<file path="src/rtl/fir_out_buffer_pkg.sv">
// Shared definitions for the FIR output path: core sample width and a
// constant-evaluable ceiling log2 used to size pointers and counters.
package fir_out_buffer_pkg;

  localparam int FIR_DATA_W = 16;

  function automatic int clog2(input int value);
    int r;
    r = 32'sd0;
    while ((32'sd1 <<< r) < value) begin
      r = r + 32'sd1;
    end
    return r;
  endfunction

endpackage

</file>
<file path="src/rtl/fir_out_buffer_sync_fifo.sv">
// First-word-fall-through synchronous FIFO. The caller only pushes when not
// full (or popping in the same cycle) and only pops when not empty.
module fir_out_buffer_sync_fifo
  import fir_out_buffer_pkg::*;
#(
  parameter int DATA_W = FIR_DATA_W,
  parameter int DEPTH  = 16
) (
  input  logic                  clk,
  input  logic                  rst,
  input  logic                  push,
  input  logic [DATA_W-1:0]     wdata,
  input  logic                  pop,
  output logic [DATA_W-1:0]     rdata,
  output logic [clog2(DEPTH):0] count,
  output logic                  full,
  output logic                  empty
);

  localparam int AW = clog2(DEPTH);
  localparam int CW = AW + 1;

  logic [DATA_W-1:0] mem_r [DEPTH];
  logic [AW-1:0]     wr_ptr_r;
  logic [AW-1:0]     rd_ptr_r;
  logic [CW-1:0]     count_r;

  // Sample storage; left unreset so it maps onto plain RAM.
  always_ff @(posedge clk) begin
    if (push) begin
      mem_r[wr_ptr_r] <= wdata;
    end
  end

  // Pointers and occupancy; a full-with-pop write lands in the slot being read.
  always_ff @(posedge clk or posedge rst) begin
    if (rst) begin
      wr_ptr_r <= {AW{1'b0}};
      rd_ptr_r <= {AW{1'b0}};
      count_r  <= {CW{1'b0}};
    end else begin
      if (push) begin
        wr_ptr_r <= wr_ptr_r + AW'(1);
      end
      if (pop) begin
        rd_ptr_r <= rd_ptr_r + AW'(1);
      end
      count_r <= count_r + CW'(push) - CW'(pop);
    end
  end

  assign rdata = mem_r[rd_ptr_r];
  assign count = count_r;
  assign full  = (count_r == CW'(DEPTH));
  assign empty = (count_r == {CW{1'b0}});

endmodule

</file>
<file path="src/rtl/fir_out_buffer.sv">
// Captures every FIR output beat (the core cannot be stalled), optionally
// decimates, buffers, and re-presents samples on a back-pressured AXI-Stream master.
module fir_out_buffer
  import fir_out_buffer_pkg::*;
#(
  parameter int DATA_W = FIR_DATA_W,
  parameter int DEPTH  = 16,
  parameter int DECIM  = 1
) (
  input  logic                  aclk,
  input  logic                  areset,
  input  logic                  s_axis_data_tvalid,
  input  logic [DATA_W-1:0]     s_axis_data_tdata,
  output logic                  m_axis_data_tvalid,
  input  logic                  m_axis_data_tready,
  output logic [DATA_W-1:0]     m_axis_data_tdata,
  output logic [clog2(DEPTH):0] fill_level,
  output logic                  overflow,
  input  logic                  clear_ovf
);

  localparam int DW = (DECIM > 1) ? clog2(DECIM) : 1;
  localparam logic [DW-1:0] DCNT_LAST = DW'(DECIM - 1);

  logic [DW-1:0]     dcnt_r;
  logic              overflow_r;
  logic              kept_s;
  logic              push_s;
  logic              pop_s;
  logic              drop_s;
  logic              full_s;
  logic              empty_s;
  logic [DATA_W-1:0] rdata_s;

  // Push qualification: a kept beat may use a slot freed by a same-cycle pop.
  always_comb begin
    kept_s = 1'b0;
    pop_s  = 1'b0;
    push_s = 1'b0;
    drop_s = 1'b0;
    kept_s = s_axis_data_tvalid && (dcnt_r == {DW{1'b0}});
    pop_s  = !empty_s && m_axis_data_tready;
    push_s = kept_s && (!full_s || pop_s);
    drop_s = kept_s && full_s && !pop_s;
  end

  // Decimation phase, advanced by every input beat whether kept or not.
  always_ff @(posedge aclk or posedge areset) begin
    if (areset) begin
      dcnt_r <= {DW{1'b0}};
    end else if (s_axis_data_tvalid) begin
      if (dcnt_r == DCNT_LAST) begin
        dcnt_r <= {DW{1'b0}};
      end else begin
        dcnt_r <= dcnt_r + DW'(1);
      end
    end
  end

  // Sticky overflow; a drop in the same cycle wins over a clear request.
  always_ff @(posedge aclk or posedge areset) begin
    if (areset) begin
      overflow_r <= 1'b0;
    end else if (drop_s) begin
      overflow_r <= 1'b1;
    end else if (clear_ovf) begin
      overflow_r <= 1'b0;
    end
  end

  fir_out_buffer_sync_fifo #(
    .DATA_W(DATA_W),
    .DEPTH (DEPTH)
  ) u_fifo (
    .clk  (aclk),
    .rst  (areset),
    .push (push_s),
    .wdata(s_axis_data_tdata),
    .pop  (pop_s),
    .rdata(rdata_s),
    .count(fill_level),
    .full (full_s),
    .empty(empty_s)
  );

  // Output stage: valid is the registered occupancy compare; data is zeroed when idle.
  always_comb begin
    m_axis_data_tvalid = !empty_s;
    if (!empty_s) begin
      m_axis_data_tdata = rdata_s;
    end else begin
      m_axis_data_tdata = {DATA_W{1'b0}};
    end
  end

  assign overflow = overflow_r;

endmodule

</file>
<file path="config.mk">
export PLATFORM = sky130hd
export DESIGN_NAME = fir_out_buffer
export DESIGN_NICKNAME = d
export VERILOG_FILES = /design/src/rtl/fir_out_buffer_pkg.sv /design/src/rtl/fir_out_buffer_sync_fifo.sv /design/src/rtl/fir_out_buffer.sv
export SDC_FILE = /design/constraint.sdc
export NUM_CORES = 1
export LEC_CHECK = 0
export ABC_AREA = 1
export CAP_MARGIN = 20
export CORE_ASPECT_RATIO = 0.5
export CORE_UTILIZATION = 45
export DETAILED_ROUTE_END_ITERATION = 16
export DONT_BUFFER_PORTS = 1
export PLACE_DENSITY = 0.59
export SYNTH_ARGS = -nofsm -noshare
export SYNTH_HDL_FRONTEND = slang
export SYNTH_SLANG_ARGS = --single-unit
</file>
<file path="constraint.sdc">
create_clock -name aclk -period 6.5 [get_ports aclk]
set_clock_uncertainty 0.05 [all_clocks]
set_input_delay 1.3 -clock aclk [delete_from_list [all_inputs] [get_ports aclk]]
set_output_delay 1.3 -clock aclk [all_outputs]
set_load 0.1 [all_outputs]
</file>
==> results.toml, run 1 <==
[layout]
areaGrowthSynthToFinish_pct = 12.4
core_utilization_of_the_finished_layout_pct = 51.7
final-seq-area_sq_mm = 0.00804
drive_above_1_share_pct = 11.6
finalNetCount = 989
filler_cell_count = 2049
multi_input_area_sq_mm = 0.00278
layout.cells.most_common = "sky130_fd_sc_hd__nand2_1"
layout_common_cells = "sky130_fd_sc_hd__nand2_1 (340), sky130_fd_sc_hd__edfxtp_1 (256), sky130_fd_sc_hd__nand3_1 (195), sky130_fd_sc_hd__buf_4 (40), sky130_fd_sc_hd__clkbuf_16 (25)"
antenna_cells = 0

[logic_synthesis]
synth.lib_cells_used.distinct = 18
synthesis.area_sq_mm = 0.0111
yosysTopAreaCellShare_pct = 69.4
yosys.area.top_type = "sky130_fd_sc_hd__edfxtp_1"
synth.yosys.warnings = 0
ys_seq_elements = 270
synth.yosys.seq_area_share_pct = 72.6
netlist_top_cells_area = "sky130_fd_sc_hd__edfxtp_1 (69%), sky130_fd_sc_hd__nand2_1 (12%), sky130_fd_sc_hd__nand3_1 (8.8%), sky130_fd_sc_hd__dfrtp_1 (3.2%), sky130_fd_sc_hd__buf_2 (1.2%)"
synthesis.area_per_instance_sq_um = 11.8
synthCells = 942
synth.net_count = 974

[worst_setup_path]
sequence_of_cells_on_the_critical_path = "inv_1 -> ha_1 -> nand2_1 -> nor2_1 -> nand2_1 -> inv_1 -> buf_16 -> a21oi_2 -> buf_4"
r2r_start = "u_fifo.count[2]$_DFF_PP0_"
ff2ff_path_depth = 14
critical_path_arrival_ns = 3.24
slowest_delay_ns = 0.97
critical_path.slowest_cell = "sky130_fd_sc_hd__dfrtp_1"
critPathLaunchType = "flop"
worst_setup_path_endpoint = "m_axis_data_tdata[14]"
worstSetupEndpointType = "primary output"
crit_type = "reg2out"
critPathRequiredTime_ns = 5.15
rr_endpoint = "u_fifo.count[4]$_DFF_PP0_"
cp_max_fo = 10
timing.critical_path.from = "u_fifo.count[2]$_DFF_PP0_"
ff2ff_setup_slack_ns = 2.91

[hold_path]
min_path_type = "reg2reg"
min_path_cells = 2

[global_route]
grt_start_max_net_pins = 103
number_of_global_route_vias_before_repair = 6775
grt.overflow.total = 0
gr-usage-all-layers_pct = 21.5
grt_antenna_before_repair = 0
grt_first_pass_wirelength_um = 40600

[clock_network]
post_cts.repair.setup_buffers = 0
cts.path.max_buffers = 3
clk_pin_slew_worst_paths_ns = 0.07
cts_max_level = 1
tritoncts.num_buffers = 24
cts_root_buf = "sky130_fd_sc_hd__clkbuf_16"
tritoncts = "done"
post_cts_hold_buffer_count = 0
clkSinkCount = 270
ctsResizeCount = 0
insertion_delay_ns = 0.52

[timing]
tightestPinTransition_ns = 1.04
setup_violations = 0
finalSetupTns_ns = 0
hold_violations = 0
maxSlewHeadroom_pct = 30.5
hold_slack_ns = 0.569
rsz0062_at_grt = "false"
final_min_period_ns = 4.59
maxClockFrequency_mhz = 218
drv_slew = 0
fin_ws_ns = 1.91
finalCritPeriodShare_pct = 70.6

[status]
run_status = "finished clean"

[route]
detail_route.drc_violations = 0
detail_route.iter0.violations = 726
routed_wl_um = 26800
post_drt_via_cell_ratio = 5.43
firstDrtPassIters = 5
wl_cell_um = 20.5
route.vias.total = 7121
drt.antenna.violating_nets = 0

[floorplanning]
chipWidth_um = 224
std_cell_rows = 40
die-area_sq_mm = 0.0253
floorplan.initialDensity_pct = 46.0
core_area_sq_mm = 0.0241
die_h_um = 113
io_pins = 44

[power_and_ir_drop]
report.power.total_uw = 6590
power.density_mw_per_mm2 = 529
power_leakage_uw = 0.00457
ir_drop_worst_case_vdd_v = 0.000393

[placed_design]
routabilityCongestion = 0.747
dp_hpwl_um = 14600
pre_cts_ws_ns = 2.18
numPortBuffers = 0

[run]
maxCapViolCount = 0
==> flip-flops by register name, summed over array words and instances (netlist names) <==
| register | count |
|---|---|
| u_fifo.mem_r | 256 |
| u_fifo.count | 5 |
| u_fifo.rd_ptr_r | 4 |
| u_fifo.wr_ptr_r | 4 |
| overflow | 1 |
==> routing by layer <==
layer | share of wire (%) | track usage (%) | wire length [um]
met4 | 2.2 | 5.75 | 579
met3 | 6.7 | 3.30 | 1790
met1 | 47 | 33.0 | 12700
met5 | 0 | 0 | 0
met2 | 44 | 32.0 | 11800
==> cells by family (layout without fill, tap and decap cells) <==
family	after synthesis	count (layout)	synth area share, %
buffers and inverters	72	105	3.25
adders and majority gates	11	11	1.31
AOI/OAI and AO/OA	23	23	1.04
and+or+nand+nor	556	556	21.1
DFF	270	270	72.6
xor gates and xnor gates	10	10	0.791
==> cells in the mapped netlist <==
| cell type | n |
|---|---|
| sky130_fd_sc_hd__fa_1 | 1 |
| sky130_fd_sc_hd__clkbuf_1 | 5 |
| sky130_fd_sc_hd__nor2_1 | 20 |
| sky130_fd_sc_hd__clkinv_1 | 1 |
| sky130_fd_sc_hd__nand3_1 | 195 |
| sky130_fd_sc_hd__buf_4 | 15 |
| sky130_fd_sc_hd__edfxtp_1 | 256 |
| sky130_fd_sc_hd__xor2_1 | 10 |
| sky130_fd_sc_hd__nand2_1 | 340 |
| sky130_fd_sc_hd__ha_1 | 10 |
| sky130_fd_sc_hd__inv_1 | 16 |
| sky130_fd_sc_hd__dfrtp_1 | 14 |
| sky130_fd_sc_hd__inv_2 | 2 |
| sky130_fd_sc_hd__a21oi_1 | 18 |
| sky130_fd_sc_hd__nor3_1 | 1 |
| sky130_fd_sc_hd__o21ai_0 | 5 |
| sky130_fd_sc_hd__buf_2 | 27 |
| sky130_fd_sc_hd__buf_1 | 6 |
==> worst min path at each step <==
stage / from / end / slack (ns)
global route: u_fifo.wr_ptr_r[3]$_DFFE_PP0P_ / u_fifo.wr_ptr_r[3]$_DFFE_PP0P_ / 0.59
floorplan: u_fifo.wr_ptr_r[3]$_DFFE_PP0P_ / u_fifo.wr_ptr_r[3]$_DFFE_PP0P_ / 0.52
CTS: u_fifo.wr_ptr_r[3]$_DFFE_PP0P_ / u_fifo.wr_ptr_r[3]$_DFFE_PP0P_ / 0.57
detailed placement: u_fifo.wr_ptr_r[3]$_DFFE_PP0P_ / u_fifo.wr_ptr_r[3]$_DFFE_PP0P_ / 0.56
finish: u_fifo.wr_ptr_r[3]$_DFFE_PP0P_ / u_fifo.wr_ptr_r[3]$_DFFE_PP0P_ / 0.57
global placement: u_fifo.wr_ptr_r[3]$_DFFE_PP0P_ / u_fifo.wr_ptr_r[3]$_DFFE_PP0P_ / 0.55
==> worst max-delay path: cells and delay by family (launching register included) <==
family / cells / cell delay [ns]
AO/OA/AOI/OAI: 1 / 0.15
adder cells (fa/ha/maj): 1 / 0.24
buffers and inverters: 4 / 1.03
flip-flops: 1 / 0.97
AND/OR/NAND/NOR: 3 / 0.30
==> where the power goes <==
| group | internal (uW) | leakage (uW) | switching [uW] | total (uW) |
|---|---|---|---|---|
| clock network | 818 | 0.000387 | 613 | 1430 |
| registers | 2110 | 0.00248 | 229 | 2340 |
| logic | 689 | 0.00171 | 2130 | 2820 |
| total | 3620 | 0.00457 | 2980 | 6590 |
==> final cells by class <==
cell class                 instances  area share [%]
multi-input combinational        600            22.3
timing repair buffer              42            2.85
clock buffer                      35            5.56
clock inverter                     9           0.733
tap                              336            3.37
inverter                          19           0.593
sequential                       270            64.6
==> through the flow <==
| step | area (sq um) | cells |
|---|---|---|
| 5_1_grt | 12500 | 1311 |
| 4_1_cts | 12400 | 1309 |
| 2_1_floorplan | 11100 | 942 |
| 3_5_place_dp | 11600 | 1265 |
| 3_3_place_gp | 11600 | 1265 |
| 6_report | 12500 | 1311 |
(Power assumes the default switching activity.)
==> run 2, diff against run 1 <==
==> constraint.sdc (replaced) <==
create_clock -name aclk -period 4.3 [get_ports aclk]
set_clock_uncertainty 0.05 [all_clocks]
set_input_delay 0.86 -clock aclk [delete_from_list [all_inputs] [get_ports aclk]]
set_output_delay 0.86 -clock aclk [all_outputs]
set_load 0.1 [all_outputs]
==> run 2 against run 1 <==
Via count is 0.55% higher. Sequential share of layout area is 1.7 points lower. Combinational power is 86% higher. Die area stayed put. Critical endpoint is now m_axis_data_tdata[12]. Largest power group unchanged.
==> results.toml, run 2 (synthesis results as in run 1) <==
[global_route]
gr-usage-all-layers_pct = 22.7
grt_start_max_net_pins = 131
grt.overflow.total = 0
grt.met2_usage_pct = 33.5
grt_antenna_before_repair = 0
most_utilized_layer_in_the_global_route_result = "met1"
met3_usage_pct = 3.58
grt_first_pass_wirelength_um = 42300
number_of_global_route_vias_before_repair = 6731
grt_util_met1_pct = 34.9

[layout]
filler_cell_count = 1996
drive_above_1_share_pct = 11.9
finalNetCount = 997
core_utilization_of_the_finished_layout_pct = 53.1
register_name_with_the_most_flops = "u_fifo.mem_r"
antenna_cells = 0
layout.cells.most_common = "sky130_fd_sc_hd__nand2_1"
areaGrowthSynthToFinish_pct = 15.5
layout_common_cells = "sky130_fd_sc_hd__nand2_1 (340), sky130_fd_sc_hd__edfxtp_1 (256), sky130_fd_sc_hd__nand3_1 (195), sky130_fd_sc_hd__buf_4 (30), sky130_fd_sc_hd__clkbuf_16 (25)"
largest_reg_flops = 256

[floorplanning]
chipWidth_um = 224
die-area_sq_mm = 0.0253
core_area_sq_mm = 0.0241
die_h_um = 113
io_pins = 44
floorplan.initialDensity_pct = 46.0
std_cell_rows = 40

[placed_design]
dp_hpwl_um = 15400
routabilityCongestion = 0.750
numPortBuffers = 0

[worst_setup_path]
crit_type = "reg2out"
critPathRequiredTime_ns = 3.39
ff2ff_path_depth = 16
rr_endpoint = "u_fifo.count[4]$_DFF_PP0_"
ff2ff_setup_slack_ns = 1.32
cp_max_fo = 51
critPathLaunchType = "flop"
most_frequent_cell_on_critical_path = "sky130_fd_sc_hd__nand2_1"
worstSetupEndpointType = "primary output"
sequence_of_cells_on_the_critical_path = "inv_4 -> buf_4 -> nand2_1 -> nand3_1 -> nand3_1 -> nand2_1 -> nand2_1 -> a21oi_4 -> buf_12"
critical_path.slowest_cell = "sky130_fd_sc_hd__dfrtp_4"
slowest_delay_ns = 0.50
r2r_start = "u_fifo.count[2]$_DFF_PP0_"
critical_path_arrival_ns = 2.74

[route]
detail_route.drc_violations = 0
firstDrtPassIters = 5
drt.antenna.violating_nets = 0
post_drt_via_cell_ratio = 5.44
wl_cell_um = 21.2
detail_route.iter0.violations = 817
routed_wl_um = 28000
route.vias.total = 7160

[run]
maxCapViolCount = 0

[timing]
hold_slack_ns = 0.262
rsz0062_at_grt = "false"
drv_slew = 0
finalCritPeriodShare_pct = 84.9
finalSetupTns_ns = 0
setup_violations = 0
tightestPinTransition_ns = 0.904
maxSlewHeadroom_pct = 39.7
final_min_period_ns = 3.65
maxClockFrequency_mhz = 274
hold_violations = 0

[clock_network]
tritoncts = "done"
cts_root_buf = "sky130_fd_sc_hd__clkbuf_16"
tritoncts.num_buffers = 25
clkSinkCount = 270
insertion_delay_ns = 0.52
ctsResizeCount = 0
clk_pin_slew_worst_paths_ns = 0.06
cts.path.max_buffers = 3
post_cts.repair.setup_buffers = 0
cts_max_level = 1
post_cts_hold_buffer_count = 0

[status]
run_status = "finished clean"

[power_and_ir_drop]
ir_drop_worst_case_vdd_v = 0.000578
power_leakage_uw = 0.00469
power.density_mw_per_mm2 = 844
report.power.total_uw = 10800

[hold_path]
min_path_type = "in2async"
run 2: cell count changes in the layout (fill, tap and decap cells not counted), moves of 2 or more:
cell,before,now
sky130_fd_sc_hd__buf_4,40,30
sky130_fd_sc_hd__bufinv_16,2,4
sky130_fd_sc_hd__a21oi_2,16,7
sky130_fd_sc_hd__a21oi_4,0,9
sky130_fd_sc_hd__buf_12,0,19
sky130_fd_sc_hd__clkbuf_8,3,0
sky130_fd_sc_hd__buf_16,2,0
sky130_fd_sc_hd__clkinv_2,4,2
run 2: metal layers:
layer	part of all wire [%]	vias up
li1	-	3310
met1	46	3530
met2	45	264
met3	7.2	56
met4	2.3	0
met5	0	-
run 2: worst max-delay path: cells and delay by family (launching register included):
family                 cells  cell delay [ns]
buffers and inverters      3             0.99
AND/OR/NAND/NOR            5             0.45
flip-flops                 1             0.50
AO/OA/AOI/OAI              1             0.22
run 2: area by class of cell:
type | count | area [sq um] | area share (%)
Multi-Input combinational cell | 600 | 2850 | 22.3
Clock buffer | 33 | 656 | 5.13
Tap cell | 336 | 420 | 3.29
Sequential cell | 270 | 8040 | 62.9
Inverter | 19 | 73.8 | 0.577
Timing Repair Buffer | 49 | 606 | 4.73
Clock inverter | 10 | 145 | 1.13
run 2: stage by stage:
step / cell area (sq um) / instances / setup WS [ns]
after floorplan: 11200 / 942 / -0.529
after global placement: 12000 / 1274 / 1.23
after detailed placement: 12000 / 1274 / 1.22
after CTS: 12800 / 1317 / 0.655
after global routing: 12800 / 1317 / 0.457
final: 12800 / 1317 / 0.649
run 2: where the power goes:
group          internal [uW]  switching (uW)
sequential              3190             115
combinational           1560            3690
clock                   1310             934
run 2: worst max path at each step:
| stage | from | endpoint | cells after the start |
|---|---|---|---|
| after global routing | u_fifo.rd_ptr_r[0]$_DFFE_PP0P_ | m_axis_data_tdata[11] | 9 |
| after floorplan | u_fifo.count[2]$_DFF_PP0_ | m_axis_data_tdata[0] | 7 |
| final | u_fifo.rd_ptr_r[0]$_DFFE_PP0P_ | m_axis_data_tdata[12] | 9 |
| after detailed placement | u_fifo.rd_ptr_r[0]$_DFFE_PP0P_ | m_axis_data_tdata[2] | 9 |
| after CTS | u_fifo.rd_ptr_r[0]$_DFFE_PP0P_ | m_axis_data_tdata[11] | 9 |
| after global placement | u_fifo.rd_ptr_r[0]$_DFFE_PP0P_ | m_axis_data_tdata[2] | 9 |
==> run 3, diff against run 2 <==
--- a/config.mk
+++ b/config.mk
@@ -11,7 +11,7 @@
 export CORE_UTILIZATION = 45
 export DETAILED_ROUTE_END_ITERATION = 16
 export DONT_BUFFER_PORTS = 1
-export PLACE_DENSITY = 0.59
+export PLACE_DENSITY = 0.61
 export SYNTH_ARGS = -nofsm -noshare
 export SYNTH_HDL_FRONTEND = slang
 export SYNTH_SLANG_ARGS = --single-unit
==> constraint.sdc (replaced) <==
create_clock -name aclk -period 3 [get_ports aclk]
set_clock_uncertainty 0.05 [all_clocks]
set_input_delay 0.6 -clock aclk [delete_from_list [all_inputs] [get_ports aclk]]
set_output_delay 0.6 -clock aclk [all_outputs]
set_load 0.1 [all_outputs]
==> run 3 against run 2 <==
Wire length is 0.65% higher. First-iteration DRC count is 7.8% lower. Critical path type unchanged. Clock-buffer cell count stayed put. Clock power is 32% higher. Combinational power is 60% higher. Sequential power is 45% higher. Worst setup slack worse by 0.61 ns. Final cell count is 1.6% higher.
==> results.toml, run 3 (synthesis results as in run 1) <==
[clock_network]
insertion_delay_ns = 0.51
clkSinkCount = 270
cts.path.max_buffers = 3
cts_max_level = 1
tritoncts = "done"
clk_pin_slew_worst_paths_ns = 0.07
cts_root_buf = "sky130_fd_sc_hd__clkbuf_16"
tritoncts.num_buffers = 24

[route]
firstDrtPassIters = 5
routed_wl_um = 28200
detail_route.iter0.violations = 753
route.vias.total = 7305
detail_route.drc_violations = 0
wl_cell_um = 21.1
drt.antenna.violating_nets = 0
post_drt_via_cell_ratio = 5.46

[worst_setup_path]
worstSetupEndpointType = "primary output"
cp_max_fo = 6
critPathRequiredTime_ns = 2.35
crit_type = "reg2out"
critical_path_arrival_ns = 2.31
critPathLaunchType = "flop"

[run]
maxCapViolCount = 0

[global_route]
grt_antenna_before_repair = 0
grt_first_pass_wirelength_um = 41100
number_of_global_route_vias_before_repair = 6873
grt.overflow.total = 0
grt_start_max_net_pins = 41
gr-usage-all-layers_pct = 21.9

[timing]
tightestPinTransition_ns = 0.901
finalSetupTns_ns = 0
maxClockFrequency_mhz = 337
hold_slack_ns = 0.124
drv_slew = 0
final_min_period_ns = 2.96
maxSlewHeadroom_pct = 39.9
rsz0062_at_grt = "true"
setup_violations = 0
finalCritPeriodShare_pct = 98.8
hold_violations = 0

[power_and_ir_drop]
part_of_the_power_in_registers_pct = 29.7
power.density_mw_per_mm2 = 1210
p_switching_uw = 7050
p_int_uw = 9100
ir_drop_worst_case_vdd_v = 0.000835
p_sw_share_pct = 43.7
power.combinational.fraction_pct = 52.0
power_frac_clock_pct = 18.3
report.power.total_uw = 16100
power_leakage_uw = 0.00493

[layout]
layout_common_cells = "sky130_fd_sc_hd__nand2_1 (320), sky130_fd_sc_hd__edfxtp_1 (256), sky130_fd_sc_hd__nand3_1 (183), sky130_fd_sc_hd__clkbuf_16 (31), sky130_fd_sc_hd__buf_4 (29)"
areaGrowthSynthToFinish_pct = 20.6
layout.cells.most_common = "sky130_fd_sc_hd__nand2_1"
register_name_with_the_most_flops = "u_fifo.mem_r"
final_cells = 1338
largest_reg_flops = 256
finalNetCount = 1017
antenna_cells = 0
drive_above_1_share_pct = 17.5
finish.instance_area_sq_mm = 0.0134

[floorplanning]
floorplan.initialDensity_pct = 46.0
core_area_sq_mm = 0.0241
die-area_sq_mm = 0.0253
io_pins = 44
std_cell_rows = 40
die_h_um = 113
chipWidth_um = 224

[placed_design]
dp_hpwl_um = 14500
placed_cells_incl_taps = 1277
numPortBuffers = 0
place_area_sq_mm = 0.0121
routabilityCongestion = 0.766

[hold_path]
min_path_type = "in2reg"

[status]
run_status = "finished clean"
## run 3: changes by cell type in the layout (fill, tap and decap cells not counted), sizes merged
cell         previous run  this run
dlygate4sd3             0         1
clkinv                  7        11
bufinv                  4         1
clkbuf                 33        39
buf                    49        63
inv                    18        17
## run 3: path summary, 6_finish.rpt
path,start,endpoint,cells after the start,slack (ns)
setup / recovery,u_fifo.rd_ptr_r[0]$_DFFE_PP0P_,m_axis_data_tdata[14],10,0.04
hold / removal,s_axis_data_tdata[2],u_fifo.mem_r[9][2]$_DFFE_PP_,0,0.12
setup reg to reg,u_fifo.count[2]$_DFF_PP0_,u_fifo.count[4]$_DFF_PP0_,15,0.26
hold reg to reg,u_fifo.wr_ptr_r[3]$_DFFE_PP0P_,u_fifo.wr_ptr_r[3]$_DFFE_PP0P_,2,0.57
max in group asynchronous,areset,u_fifo.rd_ptr_r[0]$_DFFE_PP0P_,2,1.94
min in group asynchronous,areset,overflow$_DFFE_PP0P_,2,0.53
## run 3: area by class of cell
type	count	area [sq um]
Clock buffer	33	676
Clock inverter	10	68.8
Fill cell	1957	10700
Inverter	19	83.8
Multi-Input combinational cell	600	2990
Sequential cell	270	8060
Tap cell	336	420
Timing Repair Buffer	70	1070
## run 3: worst max-delay path: stages (launching register included)
cell and delay, ns:
sky130_fd_sc_hd__dfrtp_4 0.57, sky130_fd_sc_hd__clkinv_8 0.15, sky130_fd_sc_hd__buf_8 0.15, sky130_fd_sc_hd__buf_6 0.15, sky130_fd_sc_hd__nand2_1 0.05, sky130_fd_sc_hd__nand3_1 0.06, sky130_fd_sc_hd__nand3_1 0.06, sky130_fd_sc_hd__nand2_1 0.07
sky130_fd_sc_hd__nand2_1 0.10, sky130_fd_sc_hd__a21oi_4 0.23, sky130_fd_sc_hd__buf_12 0.20
## run 3: power by group through the flow
| stage | combinational [uW] | sequential [uW] | clock, uW |
|---|---|---|---|
| floorplan | 4930 | 5040 | 0 |
| global placement | 7470 | 4860 | 0 |
| detailed placement | 7520 | 4870 | 0 |
| CTS | 8030 | 4790 | 2990 |
| global route | 8920 | 4830 | 3140 |
| finish | 8390 | 4790 | 2960 |
## run 3: what timing repair did
item / in CTS / in global routing
hold endpoints to repair: 14 / 0
hold buffers: 1 / 0
pin swaps: 4 / 19
gates cloned: 4 / 7
setup endpoints to repair: 16 / 16
setup buffers: 6 / 2
gates resized for setup: 12 / 40
## run 3: stage by stage
step / worst slack [ns] / util (%)
global placement: 0.345 / 50.2
global route: -0.0428 / 55.5
floorplan: -0.0723 / -
finish: 0.0355 / 55.5
detailed placement: 0.244 / 50.2
CTS: -0.000963 / 54.4
## run 3: layer usage
| metal | up-vias | GRT usage, % | wire length [um] |
|---|---|---|---|
| met5 | - | 0 | 0 |
| met4 | 0 | 3.20 | 299 |
| met3 | 25 | 3.58 | 2710 |
| met2 | 323 | 33.8 | 12600 |
| met1 | 3593 | 33.3 | 12500 |
| li1 | 3364 | - | - |
